**config.mk**
```make
export PLATFORM = sky130hd
export DESIGN_NAME = tdm_demux1x4_flat
export DESIGN_NICKNAME = d
export VERILOG_FILES = /design/src/rtl/tdm_pkg.sv /design/src/rtl/tdm_demux1x4_if.sv /design/src/rtl/tdm_demux1x4.sv /design/src/flat_wrapper.sv
export SDC_FILE = /design/constraint.sdc
export NUM_CORES = 1
export LEC_CHECK = 0
export CELL_PAD_IN_SITES_DETAIL_PLACEMENT = 0
export CELL_PAD_IN_SITES_GLOBAL_PLACEMENT = 1
export CORE_MARGIN = 3
export CORE_UTILIZATION = 36
export DETAILED_ROUTE_END_ITERATION = 10
export GPL_ROUTABILITY_DRIVEN = 0
export PLACE_DENSITY_LB_ADDON = 0.3
export SYNTH_ARGS = -nofsm -noshare
export SYNTH_HDL_FRONTEND = slang
export SYNTH_SLANG_ARGS = --single-unit
```
**constraint.sdc**
```tcl
create_clock -name clk -period 2 [get_ports clk]
set_input_delay 0.2 -clock clk [delete_from_list [all_inputs] [get_ports clk]]
set_output_delay 0.2 -clock clk [all_outputs]
set_load 0.01 [all_outputs]
```
**src/rtl/tdm_pkg.sv**
```systemverilog
// Shared definitions for the TDM slot-serialised link (receive and transmit sides).
package tdm_pkg;

   // Number of lanes carried per frame and the width of the slot index.
   localparam int NUM_CH = 4;
   localparam int SLOT_W = 2;

   // First and last slot of a frame.
   localparam logic [SLOT_W-1:0] SLOT_FIRST = 2'd0;
   localparam logic [SLOT_W-1:0] SLOT_LAST  = 2'd3;

   // Framing state: searching for a sync marker, or aligned to frames.
   typedef enum logic [0:0] {
      HUNT   = 1'b0,
      LOCKED = 1'b1
   } tdm_state_e;

   // Low bit of lane k inside a packed frame word.
   function automatic int lane_lsb(input int lane, input int data_w);
      return lane * data_w;
   endfunction

endpackage

```
**src/rtl/tdm_demux1x4_if.sv**
```systemverilog
// Serial-beat input side and parallel-frame output side of the 1:4 TDM demux.
interface tdm_demux1x4_if #(
   parameter int DATA_W = 1
);
   import tdm_pkg::*;

   logic                       in_valid;
   logic [DATA_W-1:0]          in_data;
   logic                       in_sync;
   logic [NUM_CH*DATA_W-1:0]   out_ch;
   logic                       out_valid;
   logic [SLOT_W-1:0]          slot;
   logic                       locked;
   logic                       sync_err;

   // Link side: drives beats, observes the rebuilt frame.
   modport master (
      output in_valid,
      output in_data,
      output in_sync,
      input  out_ch,
      input  out_valid,
      input  slot,
      input  locked,
      input  sync_err
   );

   // Demux side: consumes beats, produces the frame word and status.
   modport slave (
      input  in_valid,
      input  in_data,
      input  in_sync,
      output out_ch,
      output out_valid,
      output slot,
      output locked,
      output sync_err
   );

endinterface

```
**src/rtl/tdm_demux1x4.sv**
```systemverilog
// Time-division 1:4 demultiplexer: rebuilds a 4-lane word from a sync-framed
// serial beat stream and pulses out_valid once per completed frame.
module tdm_demux1x4
   import tdm_pkg::*;
#(
   parameter int DATA_W = 1
) (
   input  logic           clk,
   input  logic           reset,
   tdm_demux1x4_if.slave  bus
);

   tdm_state_e                 state_r;
   logic [SLOT_W-1:0]          slot_r;
   logic [DATA_W-1:0]          stage_r [NUM_CH-1];
   logic [NUM_CH*DATA_W-1:0]   out_ch_r;
   logic                       out_valid_r;
   logic                       sync_err_r;

   // Framing state machine, lane staging and registered frame outputs.
   always_ff @(posedge clk) begin
      if (reset) begin
         state_r     <= HUNT;
         slot_r      <= SLOT_FIRST;
         stage_r[0]  <= '0;
         stage_r[1]  <= '0;
         stage_r[2]  <= '0;
         out_ch_r    <= '0;
         out_valid_r <= 1'b0;
         sync_err_r  <= 1'b0;
      end else begin
         // Pulses default low; only an accepted beat can raise them.
         out_valid_r <= 1'b0;
         sync_err_r  <= 1'b0;
         if (bus.in_valid) begin
            case (state_r)
               HUNT: begin
                  // Non-sync beats are dropped silently while hunting.
                  if (bus.in_sync) begin
                     stage_r[0] <= bus.in_data;
                     slot_r     <= 2'd1;
                     state_r    <= LOCKED;
                  end else begin
                     slot_r     <= SLOT_FIRST;
                  end
               end
               LOCKED: begin
                  if (bus.in_sync) begin
                     // A sync anywhere but slot 0 abandons the partial frame;
                     // the beat still starts a fresh frame.
                     if (slot_r != SLOT_FIRST) begin
                        sync_err_r <= 1'b1;
                     end else begin
                        sync_err_r <= 1'b0;
                     end
                     stage_r[0] <= bus.in_data;
                     slot_r     <= 2'd1;
                  end else if (slot_r == SLOT_FIRST) begin
                     // Missing sync marker: alignment lost.
                     sync_err_r <= 1'b1;
                     slot_r     <= SLOT_FIRST;
                     state_r    <= HUNT;
                  end else if (slot_r == SLOT_LAST) begin
                     out_ch_r    <= {bus.in_data, stage_r[2], stage_r[1], stage_r[0]};
                     out_valid_r <= 1'b1;
                     slot_r      <= SLOT_FIRST;
                  end else begin
                     case (slot_r)
                        2'd1:    stage_r[1] <= bus.in_data;
                        2'd2:    stage_r[2] <= bus.in_data;
                        default: stage_r[0] <= stage_r[0];
                     endcase
                     slot_r <= slot_r + 2'd1;
                  end
               end
               default: begin
                  state_r <= HUNT;
                  slot_r  <= SLOT_FIRST;
               end
            endcase
         end else begin
            state_r <= state_r;
         end
      end
   end

   assign bus.out_ch    = out_ch_r;
   assign bus.out_valid = out_valid_r;
   assign bus.slot      = slot_r;
   assign bus.locked    = (state_r == LOCKED);
   assign bus.sync_err  = sync_err_r;

endmodule

```
**src/flat_wrapper.sv**
```systemverilog
// flat-port wrapper written by rule: the top's interface ports become plain ports
module tdm_demux1x4_flat import tdm_pkg::*;
#(
   parameter int DATA_W = 1
)
  (clk, reset, bus_in_valid, bus_in_data, bus_in_sync, bus_out_ch, bus_out_valid, bus_slot, bus_locked, bus_sync_err);
  tdm_demux1x4_if #(.DATA_W(DATA_W)) bus_i ();
  input  logic clk;
  input  logic reset;
  input wire logic [$bits(bus_i.in_valid)-1:0] bus_in_valid;
  input wire logic [$bits(bus_i.in_data)-1:0] bus_in_data;
  input wire logic [$bits(bus_i.in_sync)-1:0] bus_in_sync;
  output wire logic [$bits(bus_i.out_ch)-1:0] bus_out_ch;
  output wire logic [$bits(bus_i.out_valid)-1:0] bus_out_valid;
  output wire logic [$bits(bus_i.slot)-1:0] bus_slot;
  output wire logic [$bits(bus_i.locked)-1:0] bus_locked;
  output wire logic [$bits(bus_i.sync_err)-1:0] bus_sync_err;
  assign bus_i.in_valid = bus_in_valid;
  assign bus_i.in_data = bus_in_data;
  assign bus_i.in_sync = bus_in_sync;
  assign bus_out_ch = bus_i.out_ch;
  assign bus_out_valid = bus_i.out_valid;
  assign bus_slot = bus_i.slot;
  assign bus_locked = bus_i.locked;
  assign bus_sync_err = bus_i.sync_err;
  tdm_demux1x4 #(.DATA_W(DATA_W)) u_core (.clk(clk), .reset(reset), .bus(bus_i));
endmodule
```
After elaboration in Yosys (flattened, before gate mapping)

Memory sizes are Yosys's and may differ from the RTL's. A register that Yosys moved wholly into a read port is not among the register bits.
Index checks and enable logic that the tools add are counted.

Output and inout bits: 9
RAM bits: 3
Input bits: 5
Bits in read-only memories: 0
Bits in registers: 9
Latch bits: 0
Memories kept: 1

Memories:

| name           | words | bits a word | rd ports | clocked after memory_dff | write ports | RTL line           | RTL |
|---|---|---|---|---|---|---|---|
| u_core.stage_r | 3     | 1           | 3        | 2                        | 3           | tdm_demux1x4.sv:15 | `logic [DATA_W-1:0] stage_r [NUM_CH-1];` |

Multiplexer cells: 52
Order comparisons: 0
Reduce and logical (&&, ||, !) cells: 6
Divide/modulo/power cells: 0
Eq/ne operators: 3
Shift-type cells: 0
Bitwise logic cells: 9
Add/sub/neg operators: 1
Multiply operators: 0

Operators with widths:

| kind                  | number |
|---|---|
| $mux W1               | 47 |
| $mux W2               | 3 |
| $or A1 B1 Y1          | 5 |
| $reduce_and A5 Y1     | 1 |
| $reduce_or A5 Y1      | 1 |
| $eq A2 B2 Y1 const B  | 2 |
| $not A1 Y1            | 4 |
| $pmux W2 S2           | 1 |
| $reduce_or A3 Y1      | 1 |
| $add A2 B1 Y2 const B | 1 |
| $eq A2 B1 Y1 const B  | 1 |
| $logic_not A2 Y1      | 1 |
| $pmux W1 S2           | 1 |
| $reduce_bool A2 Y1    | 1 |
| $reduce_or A2 Y1      | 1 |

Logic depth before layout (Yosys ltp)

Gate-level depths: netlist of the first run.

Depth in word-level cells: 11
Depth in mapped cells: 7
Mapped depth without buffers: 6

Worst setup path after synthesis of the first run

No wires, ideal clock.

Path kind: register to register
Start point: reg u_core.slot_r[0] (netlist: u_core.bus.slot[0])
End point: reg u_core.out_ch_r[0] (netlist: u_core.bus.out_ch[0]), read port of u_core.stage_r
Required time: 1.928 ns
Setup slack: 0.546 ns
Stages on the path, launching flop included: 8
Setup time: 0.072 ns
Path buffers: 1
Arrival: 1.383 ns
Cells stage by stage: dfxtp_1 inv_1 ha_1 inv_1 ha_1 and4_1 buf_6 mux2i_1

Cells in the longest elaborated chain, start to end: 3
Elaborated cells on any way between the ends: 4
Classes of those cells: eq/ne (1); bitwise (1); reduce/logical (2)

RTL lines:

| element                                | RTL line           | RTL |
|---|---|---|
| start, declared                        | tdm_demux1x4.sv:14 | `logic [SLOT_W-1:0] slot_r;` |
| start signal, assigned                 | tdm_demux1x4.sv:73 | `slot_r <= slot_r + 2'd1;` |
| $logic_not A2 Y1                       | tdm_demux1x4.sv:58 | `end else if (slot_r == SLOT_FIRST) begin` |
| $not A1 Y1 (no source line)            | --                 |  |
| $reduce_and A5 Y1 (no source line) (*) | --                 |  |
| end, declared                          | tdm_demux1x4.sv:16 | `logic [NUM_CH*DATA_W-1:0] out_ch_r;` |

Mark *: on every way between the ends. The rest lies on a longest branch, timed or not.
A chain may end at the register's enable or synchronous reset.

Final worst setup path of the first run

Start point: reg u_core.slot_r[0] (netlist: u_core.bus.slot[0])
End point: reg u_core.out_ch_r[3] (netlist: u_core.bus.out_ch[3])

Same word-level chain as after synthesis.

==> flow_summary.yaml, run 1 <==
hold_path:
  holdCritStartpoint: "u_core.bus.out_ch[0]"
  worstHoldEndpoint: "u_core.bus.out_ch[0]"
  holdPathStages: 2
  hold_path.class: "reg -> reg"
synthesis:
  netlist_cell_types: 19
  post_synth_and_or_nand_nor_area_fraction: 0.1723
  synth_xor_xnor_area_share: 0
  synth_top_cell_by_area: "sky130_fd_sc_hd__dfxtp_1"
  syn-instance-count: 58
  synthMuxAreaShare: 0.06413
  main_combinational_cell_family_by_area_after_synthesis: "simple AND/OR/NAND/NOR gates"
  synth_compound_area_frac: 0.1062
  netlist_top_cells_area: "sky130_fd_sc_hd__dfxtp_1 29%, sky130_fd_sc_hd__ha_1 16%, sky130_fd_sc_hd__edfxtp_1 14%, sky130_fd_sc_hd__nand2b_1 9.0%, sky130_fd_sc_hd__mux2i_1 6.4%"
  yosys.area_share.adder: 0.1603
  yosys_register_bits: 12
  syn_area_per_cell_um2: 10.76
  synth.top_cell.area_share: 0.2886
  ys_warn_count: 0
  mappedNetlistNets: 71
  synth.cell_area_um2: 624.3
  synth.yosys.seq_area_share: 0.4329
setup_path:
  worst_r2r_startpoint: "u_core.bus.slot[0]"
  worst-r2r-cell-count: 6
  endpoint_kind: "register"
  worst_r2r_endpoint: "u_core.bus.out_ch[3]"
  cp_data_arrival_time_ns: 1.83
  timing.setup.critical_path_class: "reg -> reg"
  setup_slack_on_the_worst_flop_to_flop_path_ns: 0.37
  required_ns: 2.20
  critical_path.startpoint_type: "register"
  critical_path.max_fanout: 5
floorplanning:
  die_x_um: 47.65
  core.rowCount: 14
  die-area_um2: 2270
  floorplan.io_pins: 14
  core_area_um2: 1577
  y_dimension_of_the_die_um: 47.65
  floorplan.initialDensity: 0.3960
clock_tree:
  cts_hold_buffers: 0
  cts_htree_levels: 1
  clock_slew_seen_by_the_registers_of_the_worst_setup_and_hold_paths_ns: 0.08
  clock_latency_at_the_later_pin_of_the_worst_skew_pair_ns: 0.27
  cts.path.max_buffers: 2
  cts_repair_resize_count: 0
  clock-sinks: 12
  cts_setup_buffers: 0
  cts_buf_count: 3
  cts.root.buffer_cell: "sky130_fd_sc_hd__clkbuf_4"
  clock_tree_from_tritoncts: "yes"
flow_run:
  cap_viol_max_count: 0
timing:
  worst_slew_margin_rel: 0.7674
  timing.setup.tns_ns: 0
  maxClockFrequency_mhz: 615.3
  setup_violating_endpoint_count_in_the_final_report: 0
  finalWorstPathRequiredPeriod_ns: 1.625
  grt_setup_unrepaired: "false"
  fin_crit_sh: 0.8126
  slew_violations: 0
  report.final.hold_viol_count: 0
  worstMarginPinSlew_ns: 0.3468
  worst_hold_slack_ns: 0.4744
  timing.clock.skew_ns: 0.002128
power_and_ir_drop:
  power-per-cell-area_nw_per_um2: 628.0
  irDropWorstVdd_v: 0.0003871
  total_power_uw: 510.0
  power.leakage_nw: 0.3452
routing:
  drt-vias-per-instance: 5.088
  routed.top_layer: "met3"
  met1Wirelength_um: 493
  detail_route.wl_per_cell_um: 12.37
  initialDrtViolationCount: 10
  wl_met3_um: 93
  routed-via-count: 463
  dr.pass1.iters: 4
  met2_length_um: 539
  drt.antenna.violating_nets: 0
  finalWirelength_mm: 1.126
  drc_errors_left: 0
global_routing:
  globalRouteOverflowTotal: 0
  antenna_found_initial: 0
  grt_util_all_layers: 0.1200
  grt_max_degree: 16
  first_global_vias: 404
  grt_first_pass_wirelength_mm: 1.787
layout:
  n_fill_cell: 151
  nets: 89
  antenna_diode_instance_count: 0
  utilization_after_layout: 0.5151
  drive_above_1_share: 0.1067
  synthesis_to_layout_area_growth_pct: 30.06
status:
  status: "finished, final reports clean"
place:
  port_buffers: 13
critical path, cell delays in order, from the launching register on:
cell and delay (ns):
sky130_fd_sc_hd__dfxtp_1 0.41, sky130_fd_sc_hd__inv_1 0.12, sky130_fd_sc_hd__ha_1 0.25, sky130_fd_sc_hd__inv_1 0.06, sky130_fd_sc_hd__ha_1 0.12, sky130_fd_sc_hd__and4_1 0.34, sky130_fd_sc_hd__mux2i_1 0.24
cell usage in the layout (no fill, tap or decap), types with 3 or more instances in the layout:
master,synthesis,final
sky130_fd_sc_hd__a21o_1,3,3
sky130_fd_sc_hd__a21oi_1,3,3
sky130_fd_sc_hd__buf_4,0,3
sky130_fd_sc_hd__clkbuf_4,0,3
sky130_fd_sc_hd__clkdlybuf4s50_1,0,13
sky130_fd_sc_hd__dfxtp_1,9,9
sky130_fd_sc_hd__edfxtp_1,3,3
sky130_fd_sc_hd__ha_1,8,8
sky130_fd_sc_hd__inv_1,5,5
sky130_fd_sc_hd__mux2i_1,4,4
sky130_fd_sc_hd__nand2b_1,9,9
synthesized netlist by cell type:
library cell / n
sky130_fd_sc_hd__dfxtp_1: 9
sky130_fd_sc_hd__nand2b_1: 9
sky130_fd_sc_hd__ha_1: 8
sky130_fd_sc_hd__inv_1: 5
sky130_fd_sc_hd__mux2i_1: 4
sky130_fd_sc_hd__a21o_1: 3
sky130_fd_sc_hd__a21oi_1: 3
sky130_fd_sc_hd__edfxtp_1: 3
sky130_fd_sc_hd__a211oi_1: 2
sky130_fd_sc_hd__buf_2: 2
sky130_fd_sc_hd__nor2_1: 2
sky130_fd_sc_hd__a311oi_1: 1
sky130_fd_sc_hd__and3_1: 1
sky130_fd_sc_hd__and3b_2: 1
sky130_fd_sc_hd__and4_1: 1
sky130_fd_sc_hd__and4b_1: 1
sky130_fd_sc_hd__buf_6: 1
sky130_fd_sc_hd__nand4b_1: 1
sky130_fd_sc_hd__o21ai_0: 1
cell families after synthesis:
kind of cell             Yosys count
AO/OA/AOI/OAI                     10
buffers and inverters              8
adder cells (fa/ha/maj)            8
AND/OR/NAND/NOR                   16
flip-flops                        12
multiplexers                       4
worst max-delay path by stage:
stage                                end  slack (ns)  cells after the start          startpoint
floorplan           u_core.bus.out_ch[0]        0.55                      7  u_core.bus.slot[0]
global placement    u_core.bus.out_ch[3]        0.40                      5         bus_in_sync
detailed placement  u_core.bus.out_ch[3]        0.33                      5         bus_in_sync
CTS                 u_core.bus.out_ch[3]        0.35                      6  u_core.bus.slot[0]
global route        u_core.bus.out_ch[3]        0.21                      6  u_core.bus.slot[0]
finish              u_core.bus.out_ch[3]        0.37                      6  u_core.bus.slot[0]
through the flow:
| step | cell area (um^2) | instances | setup WS, ns |
|---|---|---|---|
| final | 812.0 | 91 | 0.3749 |
| after global routing | 812.0 | 91 | 0.2064 |
| after CTS | 812.0 | 91 | 0.3452 |
| after detailed placement | 775.7 | 87 | 0.3305 |
| after global placement | 775.7 | 87 | 0.4008 |
| after floorplan | 624.3 | 58 | 0.5458 |
state kept, by name, summed over array words and instances, names as in the netlist:
name and count:
u_core.bus.locked 1, u_core.bus.out_ch 4, u_core.bus.out_valid 1, u_core.bus.slot 2, u_core.stage_r 3, u_core.bus.sync_err 1
cell type report:
class | count | area [um^2] | share of cell area
inverter | 5 | 18.77 | 0.02311
tap | 16 | 20.02 | 0.02465
timing repair buffer | 16 | 152.6 | 0.1880
sequential | 12 | 270.3 | 0.3328
clock buffer | 4 | 36.28 | 0.04468
multi-input combinational | 38 | 314.1 | 0.3867
routing by layer:
metal  global-route usage  vias to the layer above
li1                     -                      235
met1               0.1267                      215
met2               0.1952                       13
met3              0.08271                        0
met4              0.03226                        0
met5                    0                        -
report_power, final:
| group | internal [mW] | switching, mW | total (mW) |
|---|---|---|---|
| Clock | 0.111 | 0.0854 | 0.196 |
| Sequential | 0.255 | 0.00594 | 0.261 |
| Combinational | 0.0283 | 0.0246 | 0.0529 |
| Total | 0.394 | 0.116 | 0.510 |
Power figures use the tool's default switching activity.
==> run 2: changes to the inputs <==
Settings changed: CORE_UTILIZATION 36 to 33.
Clock period 2 ns to 1.4 ns, I/O delays scaled along.
==> run 2 against run 1 <==
Clock-buffer cell count did not move. Worst hold slack improved by 0.0014 ns. Setup slack worse by 0.27 ns. Clock skew up 0.0029 ns. Global-route usage decreased by 0.57 points. Critical endpoint is now bus_out_ch[3]. Largest cell class unchanged.
==> flow_summary.yaml, run 2 (synthesized netlist as in run 1, its figures left out) <==
clock_tree:
  clock-sinks: 12
  clock_tree_from_tritoncts: "yes"
  clock_slew_seen_by_the_registers_of_the_worst_setup_and_hold_paths_ns: 0.08
  cts.path.max_buffers: 2
  clock_latency_at_the_later_pin_of_the_worst_skew_pair_ns: 0.28
  cts_htree_levels: 1
  cts.root.buffer_cell: "sky130_fd_sc_hd__clkbuf_4"
  cts_hold_buffers: 0
  cts_buf_count: 3
setup_path:
  endpoint_kind: "output pin"
  setup_slack_on_the_worst_flop_to_flop_path_ns: 0.12
  worst_path_dominant_cell_family: "buffers and inverters"
  worst_path_max_delay_cell: "sky130_fd_sc_hd__clkdlybuf4s50_1"
  cp_data_arrival_time_ns: 1.15
  timing.setup.critical_path_class: "reg -> out"
  critical_path.startpoint_type: "register"
  buffering_stage_count_on_the_worst_path_with_inverters_included: 1
  worstPathCellList: "clkdlybuf4s50_1"
  critical-path-max-stage-delay_ns: 0.54
  required_ns: 1.26
  critical_path.max_fanout: 2
power_and_ir_drop:
  irDropWorstVdd_v: 0.0004961
  power-per-cell-area_nw_per_um2: 839.0
  power.leakage_nw: 0.3987
timing:
  setup_violating_endpoint_count_in_the_final_report: 0
  fin_crit_sh: 0.9217
  grt_setup_unrepaired: "false"
  slew_violations: 0
  finalWorstPathRequiredPeriod_ns: 1.290
  timing.clock.skew_ns: 0.005000
  worstMarginPinSlew_ns: 0.2368
  maxClockFrequency_mhz: 774.9
  worst_slew_margin_rel: 0.8418
  timing.setup.tns_ns: 0
  report.final.hold_viol_count: 0
  timing.final.ws_setup_ns: 0.1096
layout:
  mostFrequentLayoutCells: "11 x sky130_fd_sc_hd__clkdlybuf4s50_1, 10 x sky130_fd_sc_hd__buf_4, 9 x sky130_fd_sc_hd__nand2b_1"
  nets: 96
  antenna_diode_instance_count: 0
  post_layout_nonfiller_instances: 107
  synthesis_to_layout_area_growth_pct: 43.09
  n_fill_cell: 176
  mostFrequentLayoutCell: "sky130_fd_sc_hd__clkdlybuf4s50_1"
  drive_above_1_share: 0.2561
  largest_register_ffs: 4
routing:
  initialDrtViolationCount: 3
  routed-via-count: 482
  drt-vias-per-instance: 4.505
  dr.pass1.iters: 2
  drt.antenna.violating_nets: 0
  detail_route.wl_per_cell_um: 11.15
  finalWirelength_mm: 1.193
  drc_errors_left: 0
flow_run:
  cap_viol_max_count: 0
global_routing:
  grt_util_met1: 0.1325
  grt_util_met2: 0.1853
  grt_use_met3: 0.06042
  antenna_found_initial: 0
  globalRouteOverflowTotal: 0
  grt_max_degree: 16
  grt_first_pass_wirelength_mm: 2.132
  grt_util_all_layers: 0.1144
  grt-busiest-layer: "met2"
  first_global_vias: 479
place:
  detailedPlacementHpwl_um: 841.1
  worst_setup_slack_after_placement_ns: -0.07385
  port_buffers: 13
  numPlacedInstances: 103
floorplanning:
  die-area_um2: 2450
  core.rowCount: 15
  die_x_um: 49.50
  y_dimension_of_the_die_um: 49.50
  floorplan.io_pins: 14
  core_area_um2: 1764
  floorplan.initialDensity: 0.3539
hold_path:
  hold_path.class: "reg -> reg"
status:
  status: "finished, final reports clean"
[run 2: cell types whose count changed in the layout (fill, tap and decap cells not counted), sizes merged]
cell / before / now
buf: 3 / 10
dlygate4sd2: 0 / 1
dlymetal6s2s: 0 / 1
clkdlybuf4s50: 13 / 11
[run 2: path summary, 6_finish.rpt]
kind | start | to | depth (start not counted)
worst min-delay path | u_core.bus.out_ch[0] | u_core.bus.out_ch[0] | 2
worst min register to register | u_core.bus.out_ch[0] | u_core.bus.out_ch[0] | 2
worst max register to register | u_core.bus.slot[1] | u_core.bus.out_ch[2] | 6
worst max-delay path | u_core.bus.out_ch[3] | bus_out_ch[3] | 1
[run 2: repair_timing]
action                     in CTS  in global routing
setup buffers                   0                  0
gates resized for setup         4                  4
setup endpoints to repair       6                  6
[run 2: per-stage QoR]
step	total power, mW	instance area [um^2]	hold WS (ns)	util
CTS	0.7639	882.1	0.4608	0.5000
global route	0.7948	893.4	0.4849	0.5064
floorplan	0.4202	626.9	0.3203	-
global placement	0.4745	842.1	0.4605	0.4773
finish	0.7496	893.4	0.4758	0.5064
detailed placement	0.4749	842.1	0.4601	0.4773
[run 2: layout make-up]
cell class	count	area, um^2	area share
Multi-Input combinational cell	38	324.1	0.3627
Clock buffer	4	36.28	0.04062
Inverter	5	18.77	0.02101
Tap cell	25	31.28	0.03501
Timing Repair Buffer	23	206.4	0.2311
Sequential cell	12	276.5	0.3095
[run 2: routing by layer]
layer  wire [um]  part of all wire  vias to the layer above
li1            -                 -                      245
met1         536              0.45                      223
met2         564              0.47                       12
met3          78             0.065                        2
met4          12             0.010                        0
met5           0                 0                        -
[run 2: power breakdown]
part	internal [mW]	switching, mW
Combinational	0.0533	0.0419
Sequential	0.364	0.00671
Clock	0.158	0.125
==> run 3: changes to the inputs <==
Settings changed: CORE_MARGIN 3 to unset.
==> run 3 against run 2 <==
Fmax decreased by 4.5%. Critical endpoint is now bus_locked. Die area decreased by 16%. Highest routed layer unchanged. Combinational power is 2% lower. Via count down 4.1%. Setup slack got worse by 0.060 ns. Critical path type unchanged. Register-to-register slack hardly changed. Critical path depth is the same.
==> flow_summary.yaml, run 3 (synthesized netlist as in run 1, its figures left out) <==
setup_path:
  required_ns: 1.26
  timing.setup.critical_path_class: "reg -> out"
  worst_path_dominant_cell_family: "buffers and inverters"
  setup_slack_on_the_worst_flop_to_flop_path_ns: 0.11
  worst_path_max_delay_cell: "sky130_fd_sc_hd__clkdlybuf4s50_1"
  cp_data_arrival_time_ns: 1.21
  worst_r2r_endpoint: "u_core.bus.out_ch[3]"
  worst-r2r-cell-count: 6
  critical-path-max-stage-delay_ns: 0.54
  critical_path.max_fanout: 9
  critical_path.startpoint_type: "register"
  worst_r2r_startpoint: "u_core.bus.slot[0]"
  worstPathCellList: "clkdlybuf4s50_1"
  buffering_stage_count_on_the_worst_path_with_inverters_included: 1
  endpoint_kind: "output pin"
clock_tree:
  cts_buf_count: 3
  cts.root.buffer_cell: "sky130_fd_sc_hd__clkbuf_4"
  clock_slew_seen_by_the_registers_of_the_worst_setup_and_hold_paths_ns: 0.07
  cts_htree_levels: 1
  cts.path.max_buffers: 2
  clock_latency_at_the_later_pin_of_the_worst_skew_pair_ns: 0.28
  clock_tree_from_tritoncts: "yes"
  clock-sinks: 12
hold_path:
  worstHoldEndpoint: "u_core.bus.out_ch[0]"
  holdCritStartpoint: "u_core.bus.out_ch[0]"
  holdPathStages: 2
  hold_path.class: "reg -> reg"
place:
  port_buffers: 13
  detailedPlacementHpwl_um: 822.1
  placedInstanceArea_um2: 834.6
  worst_setup_slack_after_placement_ns: -0.06638
timing:
  finalWorstPathRequiredPeriod_ns: 1.351
  worst_slew_margin_rel: 0.8347
  timing.clock.skew_ns: 0.007191
  setup_violating_endpoint_count_in_the_final_report: 0
  slew_violations: 0
  report.final.hold_viol_count: 0
  worstMarginPinSlew_ns: 0.2475
  fin_crit_sh: 0.9647
  grt_setup_unrepaired: "false"
  maxClockFrequency_mhz: 740.4
  timing.final.ws_setup_ns: 0.04936
  timing.setup.tns_ns: 0
layout:
  mostFrequentLayoutCells: "11 x sky130_fd_sc_hd__clkdlybuf4s50_1, 9 x sky130_fd_sc_hd__nand2b_1, 9 x sky130_fd_sc_hd__buf_4"
  nets: 95
  synthesis_to_layout_area_growth_pct: 40.28
  largest_register_ffs: 4
  n_fill_cell: 167
  antenna_diode_instance_count: 0
  drive_above_1_share: 0.2346
  area_of_all_placed_cells_without_fillers_um2: 875.8
  mostFrequentLayoutCell: "sky130_fd_sc_hd__clkdlybuf4s50_1"
flow_run:
  cap_viol_max_count: 0
floorplanning:
  floorplan.initialDensity: 0.3577
  die_x_um: 45.50
  core_area_um2: 1745
  floorplan.io_pins: 14
  y_dimension_of_the_die_um: 45.50
  core.rowCount: 15
  die-area_um2: 2070
routing:
  drt.antenna.violating_nets: 0
  initialDrtViolationCount: 9
  drt-vias-per-instance: 4.358
  drc_errors_left: 0
  dr.pass1.iters: 4
  finalWirelength_mm: 1.172
  detail_route.wl_per_cell_um: 11.06
  routed-via-count: 462
global_routing:
  grt_util_all_layers: 0.1412
  first_global_vias: 444
  antenna_found_initial: 0
  globalRouteOverflowTotal: 0
  grt_first_pass_wirelength_mm: 1.966
  grt_max_degree: 16
power_and_ir_drop:
  power.leakage_nw: 0.3890
  power-per-cell-area_nw_per_um2: 798.9
  cellInternalPower_uw: 527.2
  pwr-share-comb: 0.133
  total_switching_power_uw: 172.5
  irDropWorstVdd_v: 0.0004497
  p_clk_frac: 0.337
  seq_power_share: 0.530
  swShare: 0.2465
status:
  status: "finished, final reports clean"
-- run 3: cell count changes in the layout (fill, tap and decap cells not counted) --
cell and change:
sky130_fd_sc_hd__clkbuf_8 -1, sky130_fd_sc_hd__buf_4 -1, sky130_fd_sc_hd__clkbuf_1 +1
-- run 3: layout make-up --
cell class / count / area, um^2 / share of cell area
inverter: 5 / 18.77 / 0.02143
sequential: 12 / 276.5 / 0.3157
clock buffer: 4 / 26.28 / 0.03000
timing repair buffer: 22 / 198.9 / 0.2271
tap: 25 / 31.28 / 0.03571
multi-input combinational: 38 / 324.1 / 0.3700
-- run 3: per-stage QoR --
stage	power, mW	instances	hold WS, ns	util
2_1_floorplan	0.4202	58	0.3203	-
3_3_place_gp	0.4715	102	0.4623	0.4781
3_5_place_dp	0.4713	102	0.4606	0.4781
4_1_cts	0.7013	106	0.4764	0.4939
5_1_grt	0.7352	106	0.5129	0.5018
6_report	0.6997	106	0.4722	0.5018
-- run 3: what timing repair did --
item,CTS,global route
endpoints found under the setup margin,6,9
cloned,0,0
resized for setup,3,5
setup buffers,0,0
hold buffers,0,0
-- run 3: how the worst max path moves through the flow --
stage / cells after the start / end / from
after floorplan: 7 / u_core.bus.out_ch[0] / u_core.bus.slot[0]
after global placement: 5 / u_core.bus.out_ch[3] / bus_in_sync
after detailed placement: 5 / u_core.bus.out_ch[3] / bus_in_sync
after CTS: 2 / bus_slot[0] / u_core.bus.slot[0]
after global routing: 1 / bus_locked / u_core.bus.locked
final: 1 / bus_locked / u_core.bus.locked
-- run 3: layer usage --
layer / part of all wire / vias up / global-route usage
met2: 0.43 / 11 / 0.1971
li1: - / 245 / -
met4: 0.036 / 0 / 0.1091
met1: 0.49 / 201 / 0.1834
met5: 0 / - / 0
met3: 0.041 / 5 / 0.03571
-- run 3: power groups by stage --
stage | sequential (mW) | clock [mW] | combinational (mW)
floorplan | 0.382 | 0 | 0.0384
global placement | 0.379 | 0 | 0.0921
detailed placement | 0.379 | 0 | 0.0918
CTS | 0.372 | 0.237 | 0.0926
global route | 0.373 | 0.258 | 0.104
finish | 0.371 | 0.236 | 0.0932
